## src/rtl/press_classifier_pkg.sv

```systemverilog
// press_classifier_pkg: shared config for the button chain (clock, debounce and gesture timing, FSM states)
package press_classifier_pkg;

   localparam int ClkFreq     = 100_000_000;
   localparam int StableTime  = 10;
   localparam int LongPressMs = 1000;
   localparam int DoubleGapMs = 250;

   typedef enum logic [2:0] {
      IDLE,
      PRESSED,
      LONG_HELD,
      WAIT_SECOND,
      SECOND_PRESSED
   } press_state_e;

   function automatic int ms_to_cycles(input int freq, input int ms);
      return freq / 1000 * ms;
   endfunction

endpackage

```

## src/rtl/press_classifier_edge_detect.sv

```systemverilog
// press_classifier_edge_detect: rise/fall strobes of a level
// ports: clk_i clock, d_i level in, rise_o/fall_o combinational one-cycle edge strobes
module press_classifier_edge_detect (
   input  logic clk_i,
   input  logic d_i,
   output logic rise_o,
   output logic fall_o
);

   logic prev_q;

   // prev_q tracks d_i every cycle including reset, so a level already high at reset release is not an edge
   always_ff @(posedge clk_i) prev_q <= d_i;

   assign rise_o = d_i & ~prev_q;
   assign fall_o = ~d_i & prev_q;

endmodule

```

## src/rtl/press_classifier.sv

```systemverilog
// press_classifier: classify debounced button gestures into short/long/double one-cycle pulses
// ports: clk_i, rst_ni (sync, active low), db_level_i (1 = pressed),
//        short_press_o / long_press_o / double_press_o (registered pulses), busy_o (FSM not idle)
module press_classifier #(
   parameter int ClkFreq     = press_classifier_pkg::ClkFreq,
   parameter int LongPressMs = press_classifier_pkg::LongPressMs,
   parameter int DoubleGapMs = press_classifier_pkg::DoubleGapMs
) (
   input  logic clk_i,
   input  logic rst_ni,
   input  logic db_level_i,
   output logic short_press_o,
   output logic long_press_o,
   output logic double_press_o,
   output logic busy_o
);

   import press_classifier_pkg::*;

   localparam int LongCycles = ms_to_cycles(ClkFreq, LongPressMs);
   localparam int GapCycles  = ms_to_cycles(ClkFreq, DoubleGapMs);
   localparam int MaxCycles  = LongCycles > GapCycles ? LongCycles : GapCycles;
   localparam int CntW       = $clog2(MaxCycles + 1);

   press_state_e state_q, state_d;
   logic [CntW-1:0] cnt_q, cnt_d;
   logic short_q, short_d, long_q, long_d, dbl_q, dbl_d, busy_q;
   logic rise, fall;

   press_classifier_edge_detect u_edge (
      .clk_i (clk_i),
      .d_i   (db_level_i),
      .rise_o(rise),
      .fall_o(fall)
   );

   // edges take priority over the timeouts in PRESSED and WAIT_SECOND
   always_comb begin
      state_d = state_q;
      cnt_d   = cnt_q + 1'b1;
      short_d = 1'b0;
      long_d  = 1'b0;
      dbl_d   = 1'b0;
      case (state_q)
         IDLE: begin
            cnt_d = '0;
            if (rise) state_d = PRESSED;
         end
         PRESSED: begin
            if (fall) begin
               state_d = WAIT_SECOND;
               cnt_d   = '0;
            end else if (cnt_q == CntW'(LongCycles - 1)) begin
               state_d = LONG_HELD;
               long_d  = 1'b1;
               cnt_d   = '0;
            end
         end
         LONG_HELD: begin
            cnt_d = '0;
            if (fall) state_d = IDLE;
         end
         WAIT_SECOND: begin
            if (rise) begin
               state_d = SECOND_PRESSED;
               cnt_d   = '0;
            end else if (cnt_q == CntW'(GapCycles - 1)) begin
               state_d = IDLE;
               short_d = 1'b1;
               cnt_d   = '0;
            end
         end
         SECOND_PRESSED: begin
            cnt_d = '0;
            if (fall) begin
               state_d = IDLE;
               dbl_d   = 1'b1;
            end
         end
         default: begin
            state_d = IDLE;
            cnt_d   = '0;
         end
      endcase
   end

   always_ff @(posedge clk_i) begin
      if (!rst_ni) begin
         state_q <= IDLE;
         cnt_q   <= '0;
         short_q <= 1'b0;
         long_q  <= 1'b0;
         dbl_q   <= 1'b0;
         busy_q  <= 1'b0;
      end else begin
         state_q <= state_d;
         cnt_q   <= cnt_d;
         short_q <= short_d;
         long_q  <= long_d;
         dbl_q   <= dbl_d;
         busy_q  <= state_d != IDLE;
      end
   end

   assign short_press_o  = short_q;
   assign long_press_o   = long_q;
   assign double_press_o = dbl_q;
   assign busy_o         = busy_q;

endmodule

```

## config.mk

```make
export PLATFORM = sky130hd
export DESIGN_NAME = press_classifier
export DESIGN_NICKNAME = d
export VERILOG_FILES = /design/src/rtl/press_classifier_pkg.sv /design/src/rtl/press_classifier_edge_detect.sv /design/src/rtl/press_classifier.sv
export SDC_FILE = /design/constraint.sdc
export NUM_CORES = 1
export LEC_CHECK = 0
export ABC_AREA = 1
export ABC_CLOCK_PERIOD_IN_PS = 4600
export CAP_MARGIN = 20
export CORE_MARGIN = 3
export CORE_UTILIZATION = 50
export CTS_CLUSTER_SIZE = 14
export DETAILED_ROUTE_END_ITERATION = 8
export PLACE_DENSITY = 0.67
export SLEW_MARGIN = 20
export SYNTH_ARGS = -nofsm -noshare
export SYNTH_HDL_FRONTEND = slang
export SYNTH_SLANG_ARGS = --single-unit
export TNS_END_PERCENT = 20
```

## constraint.sdc

```tcl
create_clock -name clk_i -period 4.6 [get_ports clk_i]
set_input_delay 0.69 -clock clk_i [delete_from_list [all_inputs] [get_ports clk_i]]
set_output_delay 0.69 -clock clk_i [all_outputs]
set_load 0.05 [all_outputs]
```

==> results.sh <==
export IMPL_maximum_number_of_pins_on_one_net_before_global_route_repair=22
export IMPL_worstSkewPairLatency_ps=280
export IMPL_ys_warnings_count=0
export IMPL_postSynthRegisterBits=35
export IMPL_syn_cell_area_mm2=0.00186
export IMPL_layout_nets=291
export IMPL_r2r_cell_count=10
export IMPL_routed_via_count_divided_by_cell_count=5.05
export IMPL_placement_io_buffers=6
export IMPL_crit_share_post_route_pct=45.3
export IMPL_holdCritPathClass="reg -> reg"
export IMPL_reg2reg_from="cnt_q[0]$_SDFF_PN0_"
export IMPL_grt_remaining_overflow=0
export IMPL_synth_enable_flop_cells=0
export IMPL_power_combinational_fraction_pct=4.5
export IMPL_core_area_mm2=0.00347
export IMPL_cts_repair_resize_count=0
export IMPL_cp_slowest_cell="sky130_fd_sc_hd__clkdlybuf4s50_1"
export IMPL_maxClockFrequency_ghz=0.480
export IMPL_holdPathEnd="cnt_q[0]$_SDFF_PN0_"
export IMPL_syn_instance_count=276
export IMPL_synth_largest_area_cell="sky130_fd_sc_hd__dfxtp_1"
export IMPL_setup_total_negative_slack_ps=0
export IMPL_wirelength_um=3990
export IMPL_placed_cell_area_mm2=0.00195
export IMPL_finalCoreUtilization_pct=58.8
export IMPL_time_the_worst_path_needs_with_i_o_delays_and_setup_ps=2080
export IMPL_internal_w=0.000431
export IMPL_timing_hold_violations_final=0
export IMPL_whs_path_depth=1
export IMPL_clock_sink_count=35
export IMPL_tritoncts="yes"
export IMPL_total_power_per_unit_cell_area_mw_per_mm2=271
export IMPL_std_cell_rows=21
export IMPL_floorplan_io_pins=7
export IMPL_start_util_pct=53.5
export IMPL_fillers=330
export IMPL_finalNonFillerCells=333
export IMPL_multi_input_area_mm2=0.00101
export IMPL_critical_path_endpoint_type="output pin"
export IMPL_critPathMaxFanout=1
export IMPL_cp_num_buf_inv=1
export IMPL_clockPowerShare_pct=39.8
export IMPL_antenna_violations_before_repair=0
export IMPL_final_seq_area_um2=701
export IMPL_critical_path_required_ps=3910
export IMPL_seq_power_share_pct=55.6
export IMPL_arrival_ps=1390
export IMPL_htreeDepth=2
export IMPL_cts_buffers=5
export IMPL_top_area_cells_in_the_synthesized_netlist="sky130_fd_sc_hd__dfxtp_1, sky130_fd_sc_hd__nand2_1, sky130_fd_sc_hd__nor2_1"
export IMPL_synth_avg_cell_area_um2=6.73
export IMPL_proportion_of_layout_cells_with_a_drive_suffix_above_1_pct=6.62
export IMPL_async_reset_ff_share_pct=0
export IMPL_finalInstanceArea_mm2=0.00204
export IMPL_post_synth_top_area_fraction_pct=37.7
export IMPL_synth_net_count=280
export IMPL_total_of_max_cap_violations=0
export IMPL_n_antenna_cell=0
export IMPL_most_common_layout_cells="sky130_fd_sc_hd__nand2_1, sky130_fd_sc_hd__nor2_1, sky130_fd_sc_hd__dfxtp_1"
export IMPL_drt_initial_drc_count=131
export IMPL_grt_use_total_pct=20.7
export IMPL_die_area_mm2=0.00448
export IMPL_critical_path_cell_chain="clkdlybuf4s50_1"
export IMPL_synth_cell_type_count=25
export IMPL_detailed_place_hpwl_um=3090
export IMPL_pins_over_their_slew_limit=0
export IMPL_ctsLongestPathBuffers=2
export IMPL_max_slew_margin_rel_pct=67.1
export IMPL_skew_ps=1.61
export IMPL_vias_in_the_first_global_route=1493
export IMPL_vias=1683
export IMPL_ir_drop_worst_case_vdd_uv=203
export IMPL_total_leakage_power_nw=0.725
export IMPL_worst_setup_path_type="reg -> out"
export IMPL_critPathTopFamily="buffers and inverters"
export IMPL_r2r_setup_slack_ps=2680
export IMPL_die_y_um=66.9
export IMPL_clkSlewWorstSetupHoldPaths_ps=60
export IMPL_finalSetupViolations=0
export IMPL_rsz0062_at_grt="no"
export IMPL_synth_flop_cell="sky130_fd_sc_hd__dfxtp_1"
export IMPL_worst_pin_slew_ps=491
export IMPL_placed_cells_incl_taps=326
export IMPL_wl_per_cell_um=12.0
export IMPL_power_switching_w=0.000122
export IMPL_floorplan_die_width_um=66.9
export IMPL_crit_reg2reg_capture="cnt_q[19]$_SDFF_PN0_"
export IMPL_timing_critical_path_from_type="flop"
export IMPL_syn2layout_area_growth_pct=9.84
export IMPL_synth_seq_area_share_pct=37.7
export IMPL_layout_commonest_cell="sky130_fd_sc_hd__nand2_1"
export IMPL_min_from="cnt_q[0]$_SDFF_PN0_"
export IMPL_holdBufCountCts=0
export IMPL_ctsRootBufferMaster="sky130_fd_sc_hd__clkbuf_8"
export IMPL_weighted_congestion_reported_at_the_end_of_routability_driven_placement=0.913
export IMPL_firstDrtPassIters=4
export IMPL_postCtsSetupBuffers=0
export IMPL_result_of_the_run="completed"
export IMPL_wire_length_of_the_first_global_routing_pass_um=6800
export IMPL_ant_nets=0
export IMPL_slowest_delay_ps=790
export IMPL_netSwitchingFraction_pct=22.0
export IMPL_number_of_design_rule_violations_left_after_detail_routing=0
==> power groups by stage <==
stage          Clock, W  Combinational [W]  Sequential, W
3_3_place_gp          0          0.0000247       0.000314
4_1_cts        0.000226          0.0000253       0.000307
5_1_grt        0.000242          0.0000286       0.000308
6_report       0.000220          0.0000250       0.000308
3_5_place_dp          0          0.0000251       0.000314
2_1_floorplan         0          0.0000155       0.000317
==> per-layer routing <==
layer	vias up	track usage [%]	wire (µm)
met5	-	0	0
met4	0	8.61	57
met3	7	4.55	247
met2	47	30.3	1710
met1	732	28.8	1970
li1	897	-	-
==> metrics by stage <==
| stage | worst slack [ps] | hold WS (ps) | power, W |
|---|---|---|---|
| finish | 2520 | 450 | 0.000553 |
| global route | 2420 | 493 | 0.000578 |
| CTS | 2510 | 451 | 0.000559 |
| detailed placement | 2320 | 436 | 0.000339 |
| global placement | 2390 | 433 | 0.000339 |
| floorplan | 3060 | 417 | 0.000333 |
==> kinds of logic (layout without fill, tap and decap cells) <==
logic type	Yosys count	after routing	share of synthesized area [%]
AND/OR/NAND/NOR	175	175	42.2
flip-flops	35	35	37.7
AO/OA/AOI/OAI	14	14	4.25
buffers and inverters	36	47	8.09
XOR/XNOR	15	15	7.08
adder cells (fa/ha/maj)	1	1	0.674
==> worst max path at each step <==
| stage | start | to | slack [ps] | depth (start not counted) |
|---|---|---|---|---|
| 6_report | busy_o$_SDFF_PN0_ | busy_o | 2520 | 1 |
| 5_1_grt | rst_ni | cnt_q[6]$_SDFF_PN0_ | 2420 | 7 |
| 3_3_place_gp | rst_ni | cnt_q[6]$_SDFF_PN0_ | 2390 | 7 |
| 4_1_cts | busy_o$_SDFF_PN0_ | busy_o | 2510 | 1 |
| 2_1_floorplan | db_level_i | cnt_q[19]$_SDFF_PN0_ | 3060 | 9 |
| 3_5_place_dp | rst_ni | cnt_q[6]$_SDFF_PN0_ | 2320 | 7 |
==> cell type report <==
type                            instances  area share [%]
Tap cell                               46            2.82
Inverter                               34            6.26
Clock inverter                          1           0.245
Sequential cell                        35            34.4
Multi-Input combinational cell        205            49.3
Timing Repair Buffer                    6            2.94
Clock buffer                            6            4.05
==> flip-flops by register name, indices dropped and copies added (netlist names) <==
name and cells:
short_press_o 1, double_press_o 1, state_q 3, long_press_o 1, busy_o 1, cnt_q 27
u_edge.prev_q 1
==> synth_stat cells (2+ instances only) <==
| master | instances |
|---|---|
| sky130_fd_sc_hd__nand2_2 | 2 |
| sky130_fd_sc_hd__dfxtp_1 | 35 |
| sky130_fd_sc_hd__xor2_1 | 10 |
| sky130_fd_sc_hd__nor3_1 | 7 |
| sky130_fd_sc_hd__xnor2_1 | 5 |
| sky130_fd_sc_hd__nand4_1 | 12 |
| sky130_fd_sc_hd__a21oi_1 | 4 |
| sky130_fd_sc_hd__nand2_1 | 66 |
| sky130_fd_sc_hd__nor2_4 | 2 |
| sky130_fd_sc_hd__o21ai_0 | 6 |
| sky130_fd_sc_hd__nand3_1 | 15 |
| sky130_fd_sc_hd__nor2_2 | 3 |
| sky130_fd_sc_hd__nor2_1 | 59 |
| sky130_fd_sc_hd__nor3b_1 | 3 |
| sky130_fd_sc_hd__nor4_1 | 3 |
| sky130_fd_sc_hd__inv_1 | 33 |
| sky130_fd_sc_hd__a31oi_1 | 2 |
| sky130_fd_sc_hd__buf_6 | 2 |
Note: power is estimated with default switching activity, not from simulation.
